[config.mk]
export PLATFORM = sky130hd
export DESIGN_NAME = id_ex_stage_reg_flat
export DESIGN_NICKNAME = d
export VERILOG_FILES = /design/src/rtl/id_ex_stage_reg_if.sv /design/src/rtl/id_ex_stage_reg.sv /design/src/flat_wrapper.sv
export SDC_FILE = /design/constraint.sdc
export NUM_CORES = 1
export LEC_CHECK = 0
export ABC_CLOCK_PERIOD_IN_PS = 1900
export CAP_MARGIN = 40
export CELL_PAD_IN_SITES_DETAIL_PLACEMENT = 1
export CELL_PAD_IN_SITES_GLOBAL_PLACEMENT = 1
export CORE_AREA = 2 2 156 158
export DETAILED_ROUTE_END_ITERATION = 10
export DIE_AREA = 0 0 158 160
export PLACE_DENSITY = 0.78
export REMOVE_ABC_BUFFERS = 1
export SETUP_SLACK_MARGIN = 0.5
export SLEW_MARGIN = 20
export SYNTH_ARGS = -nofsm -noshare
export SYNTH_HDL_FRONTEND = slang
export SYNTH_SLANG_ARGS = --single-unit
[constraint.sdc]
create_clock -name clk -period 1.9 [get_ports clk]
set_input_delay 0.285 -clock clk [delete_from_list [all_inputs] [get_ports clk]]
set_output_delay 0.285 -clock clk [all_outputs]
set_load 0.05 [all_outputs]
[src/rtl/id_ex_stage_reg_if.sv]
// id_ex_stage_reg_if: ID-side bundle in, EX-side bundle out, plus stall/bubble/redirect handshake
interface id_ex_stage_reg_if #(
    parameter int DATA_W = 32,
    parameter int RA_W   = 5
);
    logic              id_valid;
    logic              id_alusrca;
    logic [1:0]        id_alusrcb;
    logic [1:0]        id_memtoreg;
    logic              id_regwrite;
    logic              id_dmemread;
    logic              id_dmemwrite;
    logic [1:0]        id_aluop;
    logic [1:0]        id_regdst;
    logic [5:0]        id_funct;
    logic [RA_W-1:0]   id_rs;
    logic [RA_W-1:0]   id_rt;
    logic [RA_W-1:0]   id_rd;
    logic [DATA_W-1:0] id_rs_data;
    logic [DATA_W-1:0] id_rt_data;
    logic [DATA_W-1:0] id_imm;
    logic [DATA_W-1:0] id_pc4;
    logic              flush;
    logic              ex_hold;
    logic              ex_valid;
    logic              ex_alusrca;
    logic [1:0]        ex_alusrcb;
    logic [1:0]        ex_memtoreg;
    logic              ex_regwrite;
    logic              ex_dmemread;
    logic              ex_dmemwrite;
    logic [1:0]        ex_aluop;
    logic [1:0]        ex_regdst;
    logic [5:0]        ex_funct;
    logic [RA_W-1:0]   ex_rs;
    logic [RA_W-1:0]   ex_rt;
    logic [RA_W-1:0]   ex_rd;
    logic [DATA_W-1:0] ex_rs_data;
    logic [DATA_W-1:0] ex_rt_data;
    logic [DATA_W-1:0] ex_imm;
    logic [DATA_W-1:0] ex_pc4;
    logic [RA_W-1:0]   ex_dst;
    logic              stall;
    logic              bubble;

    modport master (
        output id_valid, id_alusrca, id_alusrcb, id_memtoreg, id_regwrite, id_dmemread,
               id_dmemwrite, id_aluop, id_regdst, id_funct, id_rs, id_rt, id_rd,
               id_rs_data, id_rt_data, id_imm, id_pc4, flush, ex_hold,
        input  ex_valid, ex_alusrca, ex_alusrcb, ex_memtoreg, ex_regwrite, ex_dmemread,
               ex_dmemwrite, ex_aluop, ex_regdst, ex_funct, ex_rs, ex_rt, ex_rd,
               ex_rs_data, ex_rt_data, ex_imm, ex_pc4, ex_dst, stall, bubble
    );

    modport slave (
        input  id_valid, id_alusrca, id_alusrcb, id_memtoreg, id_regwrite, id_dmemread,
               id_dmemwrite, id_aluop, id_regdst, id_funct, id_rs, id_rt, id_rd,
               id_rs_data, id_rt_data, id_imm, id_pc4, flush, ex_hold,
        output ex_valid, ex_alusrca, ex_alusrcb, ex_memtoreg, ex_regwrite, ex_dmemread,
               ex_dmemwrite, ex_aluop, ex_regdst, ex_funct, ex_rs, ex_rt, ex_rd,
               ex_rs_data, ex_rt_data, ex_imm, ex_pc4, ex_dst, stall, bubble
    );
endinterface

[src/rtl/id_ex_stage_reg.sv]
// id_ex_stage_reg: ID/EX pipeline register with load-use detection; ID_EX_PERF_CNT_EN adds bubble/hold counters
module id_ex_stage_reg #(
    parameter int DATA_W   = 32,
    parameter int RA_W     = 5,
    parameter int LINK_REG = 31
) (
    input  logic clk,
    input  logic rst_n,
    id_ex_stage_reg_if.slave bus
`ifdef ID_EX_PERF_CNT_EN
    ,
    output logic [31:0] perf_bubble_cnt,
    output logic [31:0] perf_hold_cnt
`endif
);
    localparam logic [RA_W-1:0] LINK = RA_W'(LINK_REG);

    logic            luh;
    logic            do_hold;
    logic            do_bubble;
    logic [RA_W-1:0] dst_sel;

    // hazard detection, edge-action select and destination resolution
    always_comb begin
        luh = bus.ex_valid && bus.ex_dmemread && (bus.ex_dst != '0) && bus.id_valid &&
              ((bus.ex_dst == bus.id_rs) || (bus.ex_dst == bus.id_rt));
        do_hold = !bus.flush && bus.ex_hold;
        do_bubble = bus.flush || (!bus.ex_hold && luh);
        bus.stall = !bus.flush && (luh || bus.ex_hold);
        dst_sel = bus.id_regdst == 2'd0 ? bus.id_rd :
                  bus.id_regdst == 2'd1 ? bus.id_rt :
                  bus.id_regdst == 2'd2 ? LINK : '0;
    end

    // control bits: cleared on bubble, frozen on hold, write-enables gated by id_valid on capture
    always_ff @(posedge clk or negedge rst_n) begin
        if (!rst_n) begin
            bus.ex_valid     <= 1'b0;
            bus.ex_regwrite  <= 1'b0;
            bus.ex_dmemread  <= 1'b0;
            bus.ex_dmemwrite <= 1'b0;
            bus.bubble       <= 1'b0;
        end else if (do_bubble) begin
            bus.ex_valid     <= 1'b0;
            bus.ex_regwrite  <= 1'b0;
            bus.ex_dmemread  <= 1'b0;
            bus.ex_dmemwrite <= 1'b0;
            bus.bubble       <= 1'b1;
        end else if (do_hold) begin
            bus.bubble       <= 1'b0;
        end else begin
            bus.ex_valid     <= bus.id_valid;
            bus.ex_regwrite  <= bus.id_valid && bus.id_regwrite;
            bus.ex_dmemread  <= bus.id_valid && bus.id_dmemread;
            bus.ex_dmemwrite <= bus.id_valid && bus.id_dmemwrite;
            bus.bubble       <= 1'b0;
        end
    end

    // datapath fields only move on a capture edge; bubbles and holds leave them as they were
    always_ff @(posedge clk or negedge rst_n) begin
        if (!rst_n) begin
            bus.ex_alusrca  <= 1'b0;
            bus.ex_alusrcb  <= '0;
            bus.ex_memtoreg <= '0;
            bus.ex_aluop    <= '0;
            bus.ex_regdst   <= '0;
            bus.ex_funct    <= '0;
            bus.ex_rs       <= '0;
            bus.ex_rt       <= '0;
            bus.ex_rd       <= '0;
            bus.ex_rs_data  <= '0;
            bus.ex_rt_data  <= '0;
            bus.ex_imm      <= '0;
            bus.ex_pc4      <= '0;
            bus.ex_dst      <= '0;
        end else if (!do_bubble && !do_hold) begin
            bus.ex_alusrca  <= bus.id_alusrca;
            bus.ex_alusrcb  <= bus.id_alusrcb;
            bus.ex_memtoreg <= bus.id_memtoreg;
            bus.ex_aluop    <= bus.id_aluop;
            bus.ex_regdst   <= bus.id_regdst;
            bus.ex_funct    <= bus.id_funct;
            bus.ex_rs       <= bus.id_rs;
            bus.ex_rt       <= bus.id_rt;
            bus.ex_rd       <= bus.id_rd;
            bus.ex_rs_data  <= bus.id_rs_data;
            bus.ex_rt_data  <= bus.id_rt_data;
            bus.ex_imm      <= bus.id_imm;
            bus.ex_pc4      <= bus.id_pc4;
            bus.ex_dst      <= dst_sel;
        end
    end

`ifdef ID_EX_PERF_CNT_EN
    // free-running wrap-around counters of bubble edges and hold edges
    always_ff @(posedge clk or negedge rst_n) begin
        if (!rst_n) begin
            perf_bubble_cnt <= '0;
            perf_hold_cnt   <= '0;
        end else begin
            perf_bubble_cnt <= perf_bubble_cnt + 32'(do_bubble);
            perf_hold_cnt   <= perf_hold_cnt + 32'(do_hold);
        end
    end
`endif
endmodule

[src/flat_wrapper.sv]
// flat-port wrapper written by rule: the top's interface ports become plain ports
module id_ex_stage_reg_flat 
#(
    parameter int DATA_W   = 32,
    parameter int RA_W     = 5,
    parameter int LINK_REG = 31
)
  (clk, rst_n, bus_id_valid, bus_id_alusrca, bus_id_alusrcb, bus_id_memtoreg, bus_id_regwrite, bus_id_dmemread, bus_id_dmemwrite, bus_id_aluop, bus_id_regdst, bus_id_funct, bus_id_rs, bus_id_rt, bus_id_rd, bus_id_rs_data, bus_id_rt_data, bus_id_imm, bus_id_pc4, bus_flush, bus_ex_hold, bus_ex_valid, bus_ex_alusrca, bus_ex_alusrcb, bus_ex_memtoreg, bus_ex_regwrite, bus_ex_dmemread, bus_ex_dmemwrite, bus_ex_aluop, bus_ex_regdst, bus_ex_funct, bus_ex_rs, bus_ex_rt, bus_ex_rd, bus_ex_rs_data, bus_ex_rt_data, bus_ex_imm, bus_ex_pc4, bus_ex_dst, bus_stall, bus_bubble);
  id_ex_stage_reg_if #(.DATA_W(DATA_W), .RA_W(RA_W)) bus_i ();
  input  logic clk;
  input  logic rst_n;
  input wire logic [$bits(bus_i.id_valid)-1:0] bus_id_valid;
  input wire logic [$bits(bus_i.id_alusrca)-1:0] bus_id_alusrca;
  input wire logic [$bits(bus_i.id_alusrcb)-1:0] bus_id_alusrcb;
  input wire logic [$bits(bus_i.id_memtoreg)-1:0] bus_id_memtoreg;
  input wire logic [$bits(bus_i.id_regwrite)-1:0] bus_id_regwrite;
  input wire logic [$bits(bus_i.id_dmemread)-1:0] bus_id_dmemread;
  input wire logic [$bits(bus_i.id_dmemwrite)-1:0] bus_id_dmemwrite;
  input wire logic [$bits(bus_i.id_aluop)-1:0] bus_id_aluop;
  input wire logic [$bits(bus_i.id_regdst)-1:0] bus_id_regdst;
  input wire logic [$bits(bus_i.id_funct)-1:0] bus_id_funct;
  input wire logic [$bits(bus_i.id_rs)-1:0] bus_id_rs;
  input wire logic [$bits(bus_i.id_rt)-1:0] bus_id_rt;
  input wire logic [$bits(bus_i.id_rd)-1:0] bus_id_rd;
  input wire logic [$bits(bus_i.id_rs_data)-1:0] bus_id_rs_data;
  input wire logic [$bits(bus_i.id_rt_data)-1:0] bus_id_rt_data;
  input wire logic [$bits(bus_i.id_imm)-1:0] bus_id_imm;
  input wire logic [$bits(bus_i.id_pc4)-1:0] bus_id_pc4;
  input wire logic [$bits(bus_i.flush)-1:0] bus_flush;
  input wire logic [$bits(bus_i.ex_hold)-1:0] bus_ex_hold;
  output wire logic [$bits(bus_i.ex_valid)-1:0] bus_ex_valid;
  output wire logic [$bits(bus_i.ex_alusrca)-1:0] bus_ex_alusrca;
  output wire logic [$bits(bus_i.ex_alusrcb)-1:0] bus_ex_alusrcb;
  output wire logic [$bits(bus_i.ex_memtoreg)-1:0] bus_ex_memtoreg;
  output wire logic [$bits(bus_i.ex_regwrite)-1:0] bus_ex_regwrite;
  output wire logic [$bits(bus_i.ex_dmemread)-1:0] bus_ex_dmemread;
  output wire logic [$bits(bus_i.ex_dmemwrite)-1:0] bus_ex_dmemwrite;
  output wire logic [$bits(bus_i.ex_aluop)-1:0] bus_ex_aluop;
  output wire logic [$bits(bus_i.ex_regdst)-1:0] bus_ex_regdst;
  output wire logic [$bits(bus_i.ex_funct)-1:0] bus_ex_funct;
  output wire logic [$bits(bus_i.ex_rs)-1:0] bus_ex_rs;
  output wire logic [$bits(bus_i.ex_rt)-1:0] bus_ex_rt;
  output wire logic [$bits(bus_i.ex_rd)-1:0] bus_ex_rd;
  output wire logic [$bits(bus_i.ex_rs_data)-1:0] bus_ex_rs_data;
  output wire logic [$bits(bus_i.ex_rt_data)-1:0] bus_ex_rt_data;
  output wire logic [$bits(bus_i.ex_imm)-1:0] bus_ex_imm;
  output wire logic [$bits(bus_i.ex_pc4)-1:0] bus_ex_pc4;
  output wire logic [$bits(bus_i.ex_dst)-1:0] bus_ex_dst;
  output wire logic [$bits(bus_i.stall)-1:0] bus_stall;
  output wire logic [$bits(bus_i.bubble)-1:0] bus_bubble;
  assign bus_i.id_valid = bus_id_valid;
  assign bus_i.id_alusrca = bus_id_alusrca;
  assign bus_i.id_alusrcb = bus_id_alusrcb;
  assign bus_i.id_memtoreg = bus_id_memtoreg;
  assign bus_i.id_regwrite = bus_id_regwrite;
  assign bus_i.id_dmemread = bus_id_dmemread;
  assign bus_i.id_dmemwrite = bus_id_dmemwrite;
  assign bus_i.id_aluop = bus_id_aluop;
  assign bus_i.id_regdst = bus_id_regdst;
  assign bus_i.id_funct = bus_id_funct;
  assign bus_i.id_rs = bus_id_rs;
  assign bus_i.id_rt = bus_id_rt;
  assign bus_i.id_rd = bus_id_rd;
  assign bus_i.id_rs_data = bus_id_rs_data;
  assign bus_i.id_rt_data = bus_id_rt_data;
  assign bus_i.id_imm = bus_id_imm;
  assign bus_i.id_pc4 = bus_id_pc4;
  assign bus_i.flush = bus_flush;
  assign bus_i.ex_hold = bus_ex_hold;
  assign bus_ex_valid = bus_i.ex_valid;
  assign bus_ex_alusrca = bus_i.ex_alusrca;
  assign bus_ex_alusrcb = bus_i.ex_alusrcb;
  assign bus_ex_memtoreg = bus_i.ex_memtoreg;
  assign bus_ex_regwrite = bus_i.ex_regwrite;
  assign bus_ex_dmemread = bus_i.ex_dmemread;
  assign bus_ex_dmemwrite = bus_i.ex_dmemwrite;
  assign bus_ex_aluop = bus_i.ex_aluop;
  assign bus_ex_regdst = bus_i.ex_regdst;
  assign bus_ex_funct = bus_i.ex_funct;
  assign bus_ex_rs = bus_i.ex_rs;
  assign bus_ex_rt = bus_i.ex_rt;
  assign bus_ex_rd = bus_i.ex_rd;
  assign bus_ex_rs_data = bus_i.ex_rs_data;
  assign bus_ex_rt_data = bus_i.ex_rt_data;
  assign bus_ex_imm = bus_i.ex_imm;
  assign bus_ex_pc4 = bus_i.ex_pc4;
  assign bus_ex_dst = bus_i.ex_dst;
  assign bus_stall = bus_i.stall;
  assign bus_bubble = bus_i.bubble;
  id_ex_stage_reg #(.DATA_W(DATA_W), .RA_W(RA_W), .LINK_REG(LINK_REG)) u_core (.clk(clk), .rst_n(rst_n), .bus(bus_i));
endmodule
**Word-level counts from Yosys, hierarchy flattened**

Index checks and enable logic that the tools add are counted.

- Mux-type cells: 12
- $add $sub $neg: 0
- Reductions and logical operators: 20
- Divide/modulo/power cells: 0
- Shifts and indexed selects: 0
- Multiply operators: 0
- Eq/ne operators: 5
- Bitwise gates (word level): 0
- $lt $le $gt $ge: 0

Operators by type and width:

| operator | number |
|---|---|
| two-way mux 5 bit | 3 |
| logical AND 1 bit | 11 |
| == test 5 bit | 2 |
| two-way mux 1 bit | 9 |
| nonzero test 5 bit | 1 |
| zero test 1 bit | 4 |
| logical OR 1 bit | 3 |
| == test 2 x 1 -> 1 bit (second input constant) | 1 |
| == test 2 bit (second input constant) | 1 |
| zero test 2 bit | 1 |
| inequality test 2 bit (second input constant) | 1 |

- Bits in latches: 0
- Output and inout bits: 169
- Input port bits: 166
- Flip-flop bits (word level): 168
- Memory bits (writable): 0
- Memory bits (read-only): 0
- Memories kept: 0

**Longest topological paths before layout**

- Depth after elaboration: 8
- Gate-level depth with buffers: 8
- Depth with buffers taken out: 5

**Least setup slack after synthesis**

OpenSTA, ideal clock, no wires.

- Path kind: register to output
- From: reg u_core.bus.ex_dst[4] in the netlist's numbering
- To: out bus_stall
- Arrival: 1.899 ns
- Path slack: -0.284 ns
- Cell stages (with the launch flop): 6
- Cell sequence: dfrtp_1 xnor2_1 nand3_1 o22ai_2 a21oi_1 nor2_1

- Longest elaborated chain between the ends: 6
- Elaborated cells between the ends (all ways): 9
- Those cells by class: eq/ne: 2; reduce/logical: 7

Ends and longest elaborated chain:

| item | RTL line | RTL |
|---|---|---|
| start, declared | id_ex_stage_reg_if.sv:61 | `ex_rs_data, ex_rt_data, ex_imm, ex_pc4, ex_dst, stall, bubble` |
| start signal, assigned | id_ex_stage_reg.sv:91 | `bus.ex_dst <= dst_sel;` |
| nonzero test 5 bit | id_ex_stage_reg.sv:25 | `luh = bus.ex_valid && bus.ex_dmemread && (bus.ex_dst != '0) && bus.id_valid &&` |
| logical AND 1 bit (2 in series) | id_ex_stage_reg.sv:25 |  |
| logical AND 1 bit (*) | id_ex_stage_reg.sv:25 |  |
| logical OR 1 bit (*) | id_ex_stage_reg.sv:29 | `bus.stall = !bus.flush && (luh \|\| bus.ex_hold);` |
| logical AND 1 bit (*) | id_ex_stage_reg.sv:29 |  |
| end, declared | flat_wrapper.sv:49 | `output wire logic [$bits(bus_i.stall)-1:0] bus_stall;` |

Mark *: on every way between the ends. The rest lies on a longest branch, timed or not.

**Final worst setup path**

- From: reg u_core.bus.ex_dst[1] in the netlist's numbering
- To: reg u_core.bus.ex_rs_data[10] in the netlist's numbering

- Longest elaborated chain between the ends: 8
- Elaborated cells between the ends (all ways): 11
- Those cells by class: eq/ne: 2; reduce/logical: 9

Ends and longest elaborated chain:

| item | RTL line | RTL |
|---|---|---|
| nonzero test 5 bit | id_ex_stage_reg.sv:25 |  |
| logical AND 1 bit (2 in series) | id_ex_stage_reg.sv:25 |  |
| logical AND 1 bit (*) | id_ex_stage_reg.sv:25 |  |
| logical AND 1 bit (*) | id_ex_stage_reg.sv:28 | `do_bubble = bus.flush \|\| (!bus.ex_hold && luh);` |
| logical OR 1 bit (*) | id_ex_stage_reg.sv:28 |  |
| zero test 1 bit (*) | id_ex_stage_reg.sv:77 | `end else if (!do_bubble && !do_hold) begin` |
| logical AND 1 bit (*) | id_ex_stage_reg.sv:77 |  |
| end signal, assigned | id_ex_stage_reg.sv:87 | `bus.ex_rs_data <= bus.id_rs_data;` |
| end, declared | id_ex_stage_reg_if.sv:61 |  |

Marked as above.
A chain may end at the register's enable or synchronous reset.

==> results <==
==> cell type report <==
type                    instances  area share
well taps                     324      0.0346
clock inverters                12     0.00949
repair buffers                411       0.325
clock buffers                  20      0.0381
multi-input cells             211       0.234
flip-flops and latches        168       0.359
==> worst min path at each step <==
| stage | start | end | slack [ns] | cells past startpoint |
|---|---|---|---|---|
| 4_1_cts | rst_n | u_core.bus.ex_rs_data[22] | 0.37 | 2 |
| 5_1_grt | rst_n | u_core.bus.ex_rs_data[22] | 0.39 | 2 |
| 2_1_floorplan | rst_n | u_core.bus.bubble | -0.01 | 0 |
| 6_report | rst_n | u_core.bus.ex_rs_data[22] | 0.37 | 2 |
| 3_3_place_gp | rst_n | u_core.bus.ex_rd[2] | 0.27 | 1 |
| 3_5_place_dp | rst_n | u_core.bus.ex_rs_data[22] | 0.27 | 1 |
==> logic make-up after synthesis <==
family | count (synthesis)
flops | 168
mux | 163
simple gates | 23
buf+inv | 18
compound gates | 15
xor+xnor | 10
==> through the flow <==
stage / worst slack (ns) / power (mW) / util / cell area [µm²]
2_1_floorplan: -9.97 / 7.22 / - / 6590
6_report: -0.309 / 12.3 / 0.492 / 11700
5_1_grt: -0.370 / 12.7 / 0.492 / 11700
3_3_place_gp: -0.283 / 8.85 / 0.451 / 10700
3_5_place_dp: -0.348 / 8.93 / 0.451 / 10700
4_1_cts: -0.218 / 12.3 / 0.481 / 11500
==> registers in the layout, summed over array words and instances (netlist names) <==
| name | cells |
|---|---|
| u_core.bus.bubble | 1 |
| u_core.bus.ex_aluop | 2 |
| u_core.bus.ex_alusrca | 1 |
| u_core.bus.ex_alusrcb | 2 |
| u_core.bus.ex_dmemread | 1 |
| u_core.bus.ex_dmemwrite | 1 |
| u_core.bus.ex_dst | 5 |
| u_core.bus.ex_funct | 6 |
| u_core.bus.ex_imm | 32 |
| u_core.bus.ex_memtoreg | 2 |
| u_core.bus.ex_pc4 | 32 |
| u_core.bus.ex_rd | 5 |
| u_core.bus.ex_regdst | 2 |
| u_core.bus.ex_regwrite | 1 |
| u_core.bus.ex_rs | 5 |
| u_core.bus.ex_rs_data | 32 |
| u_core.bus.ex_rt | 5 |
| u_core.bus.ex_rt_data | 32 |
| u_core.bus.ex_valid | 1 |
==> metal layers <==
metal  wire, µm  part of all wire
met1       8930              0.39
met2      12100              0.52
met3       1600             0.069
met4        446             0.019
met5          0                 0
==> Yosys cell counts, types with 2 or more instances <==
cell,n
buf_6,9
o21ai_0,5
nor2_1,8
a21oi_1,3
dfrtp_1,168
buf_2,9
nand3_1,3
a22o_1,3
mux2_4,70
xnor2_1,10
nor2b_1,2
nand2_1,9
mux2_2,93
==> power by group through the flow <==
stage / Sequential [mW] / Clock, mW / Combinational [mW]
final: 4.45 / 3.35 / 4.46
after global routing: 4.51 / 3.60 / 4.63
after CTS: 4.44 / 3.46 / 4.35
after detailed placement: 4.50 / 0 / 4.43
after global placement: 4.47 / 0 / 4.37
after floorplan: 6.30 / 0 / 0.925
==> repair_timing <==
| item | CTS | global route |
|---|---|---|
| cloned | 7 | 2 |
| pin swaps | 10 | 4 |
| hold buffers | 1 | 0 |
| buffers inserted | 22 | 3 |
| hold endpoints to repair | 36 | 0 |
| gates resized for setup | 886 | 57 |
| setup endpoints to repair | 325 | 198 |
==> results_dict.tcl <==
set metrics [dict create \
    drcViolationCount 0 \
    crit_end "u_core.bus.ex_rs_data[10]" \
    synthXorXnorAreaFrac 0.0130 \
    ys_async_sr_fraction 1.00 \
    cp-start-kind "flip-flop" \
    coreArea_um2 23800 \
    wirelength_mm 23.1 \
    synth_top_area_share 0.624 \
    whs_ns 0.373 \
    finalCritPeriodShare 1.16 \
    power_frac_clock 0.273 \
    peakVddDrop_v 0.000570 \
    final-instance-count-excl-fill 1146 \
    cts_tree "built" \
    path_common_cell "buf_12" \
    setup_viol 164 \
    drtPass1Iterations 4 \
    reg2reg_depth 10 \
    avgSynthCellArea_um2 17.0 \
    root_buffer "clkbuf_16" \
    initial_core_util 0.283 \
    worst_pin_slew_ns 0.479 \
    synth_fa_ha_area_frac 0 \
    routed_via_density 4.37 \
    synth-simple-area-share 0.0143 \
    grt.busiest_layer "met2" \
    r2r-end "u_core.bus.ex_rs_data[10]" \
    crit_type "reg2reg" \
    reg2reg_slack_ns -0.31 \
    seq_area_um2 4210 \
    finalClockSkew_ns 0.00954 \
    vias 5012 \
    drv_cap 0 \
    worstPathMaxFanout 7 \
    fp.dieH_um 160 \
    setup_ws_ns -0.309 \
    max_freq_mhz 453 \
    num-nets-final 975 \
    p_leak_nw 5.49 \
    synth.mux.area_fraction 0.312 \
    power_frac_seq 0.363 \
    fp.dieArea_um2 25300 \
    violations "negative setup slack" \
    wire_per_inst_um 20.1 \
    clock-sinks 168 \
    setup-tns-final_ns -36.85 \
    cts_buffers 17 \
    clk_latency_ns 0.42 \
    grt.overflow.total 0 \
    final_layout_size_suffix_gt1_frac 0.550 \
    worstPathRequired_ns 2.21 \
    syn_inst 397 \
    startpoint "u_core.bus.ex_dst[1]" \
    drt_iter0_markers 172 \
    use_met1 0.204 \
    ys_top_cells_by_area "dfrtp_1, mux2_4, mux2_2" \
    multi_input_area_um2 2750 \
    maxSlewViolCount 0 \
    area_growth_pct 74.2 \
    ys_ff_latch 168 \
    dp_cells 1079 \
    grt_use_met3 0.0537 \
    p_comb_frac 0.364 \
    path_buf_inv 5 \
    final_cell_mix "clkdlybuf4s50_1, dfrtp_1, mux2_4, buf_2, buf_4" \
    die_width_um 158 \
    yosysUniqueCellTypes 18 \
    power.switching_mw 4.64 \
    diodes 0 \
    final_antenna_net_count 0 \
    io_buffers 334 \
    antenna_found_initial 0 \
    htreeDepth 4 \
    cpPeakStageDelay_ns 0.47 \
    seq_area_frac_synth 0.624 \
    dp.final_hpwl_mm 15.9 \
    place.gp.congestion 0.751 \
    crit_path_end_kind "flip-flop" \
    grtUsageTotal 0.179 \
    clkTransAtPathRegs_ns 0.07 \
    crit_family "buffers and inverters" \
    grt_pass1_wl_mm 34.1 \
    cp_cell_sequence "xnor2_2 > nand3_1 > o22ai_2 > buf_4 > a21boi_4 > buf_12 > buf_12 > buf_12 > buf_8 > mux2_4" \
    rsz0062_at_grt "true" \
    finalHoldViolCount 0 \
    cp_data_arrival_time_ns 2.52 \
    synth_compound_area_frac 0.0151 \
    synth_ff_type "dfrtp_1" \
    final.fill_count 2453 \
    cp.depth 10 \
    hp-class "in2async" \
    swShare 0.378 \
    grt_pass1_vias 5693 \
    p_int_mw 7.62 \
    synth_top_family_by_area "multiplexers" \
    worstReg2RegStart "u_core.bus.ex_dst[1]" \
    use_met2 0.319 \
    power_density_nw_per_um2 1050 \
    final_common_cell "clkdlybuf4s50_1" \
    slowest_stage "dfrtp_2" \
    synth_edf_count 0 \
    grt_max_degree 44 \
    synth.largest_area_cell "dfrtp_1" \
    fp-row-count 57 \
    yosys_warnings 0 \
    fin_crit_ns 2.21 \
    max_slew_margin 0.681 \
    syn-cell-area_um2 6730 \
    cts_buffer_depth 2 \
    status "complete, but fails checks" \
    ios 335 \
]
Note: power is estimated with default switching activity, not from simulation.
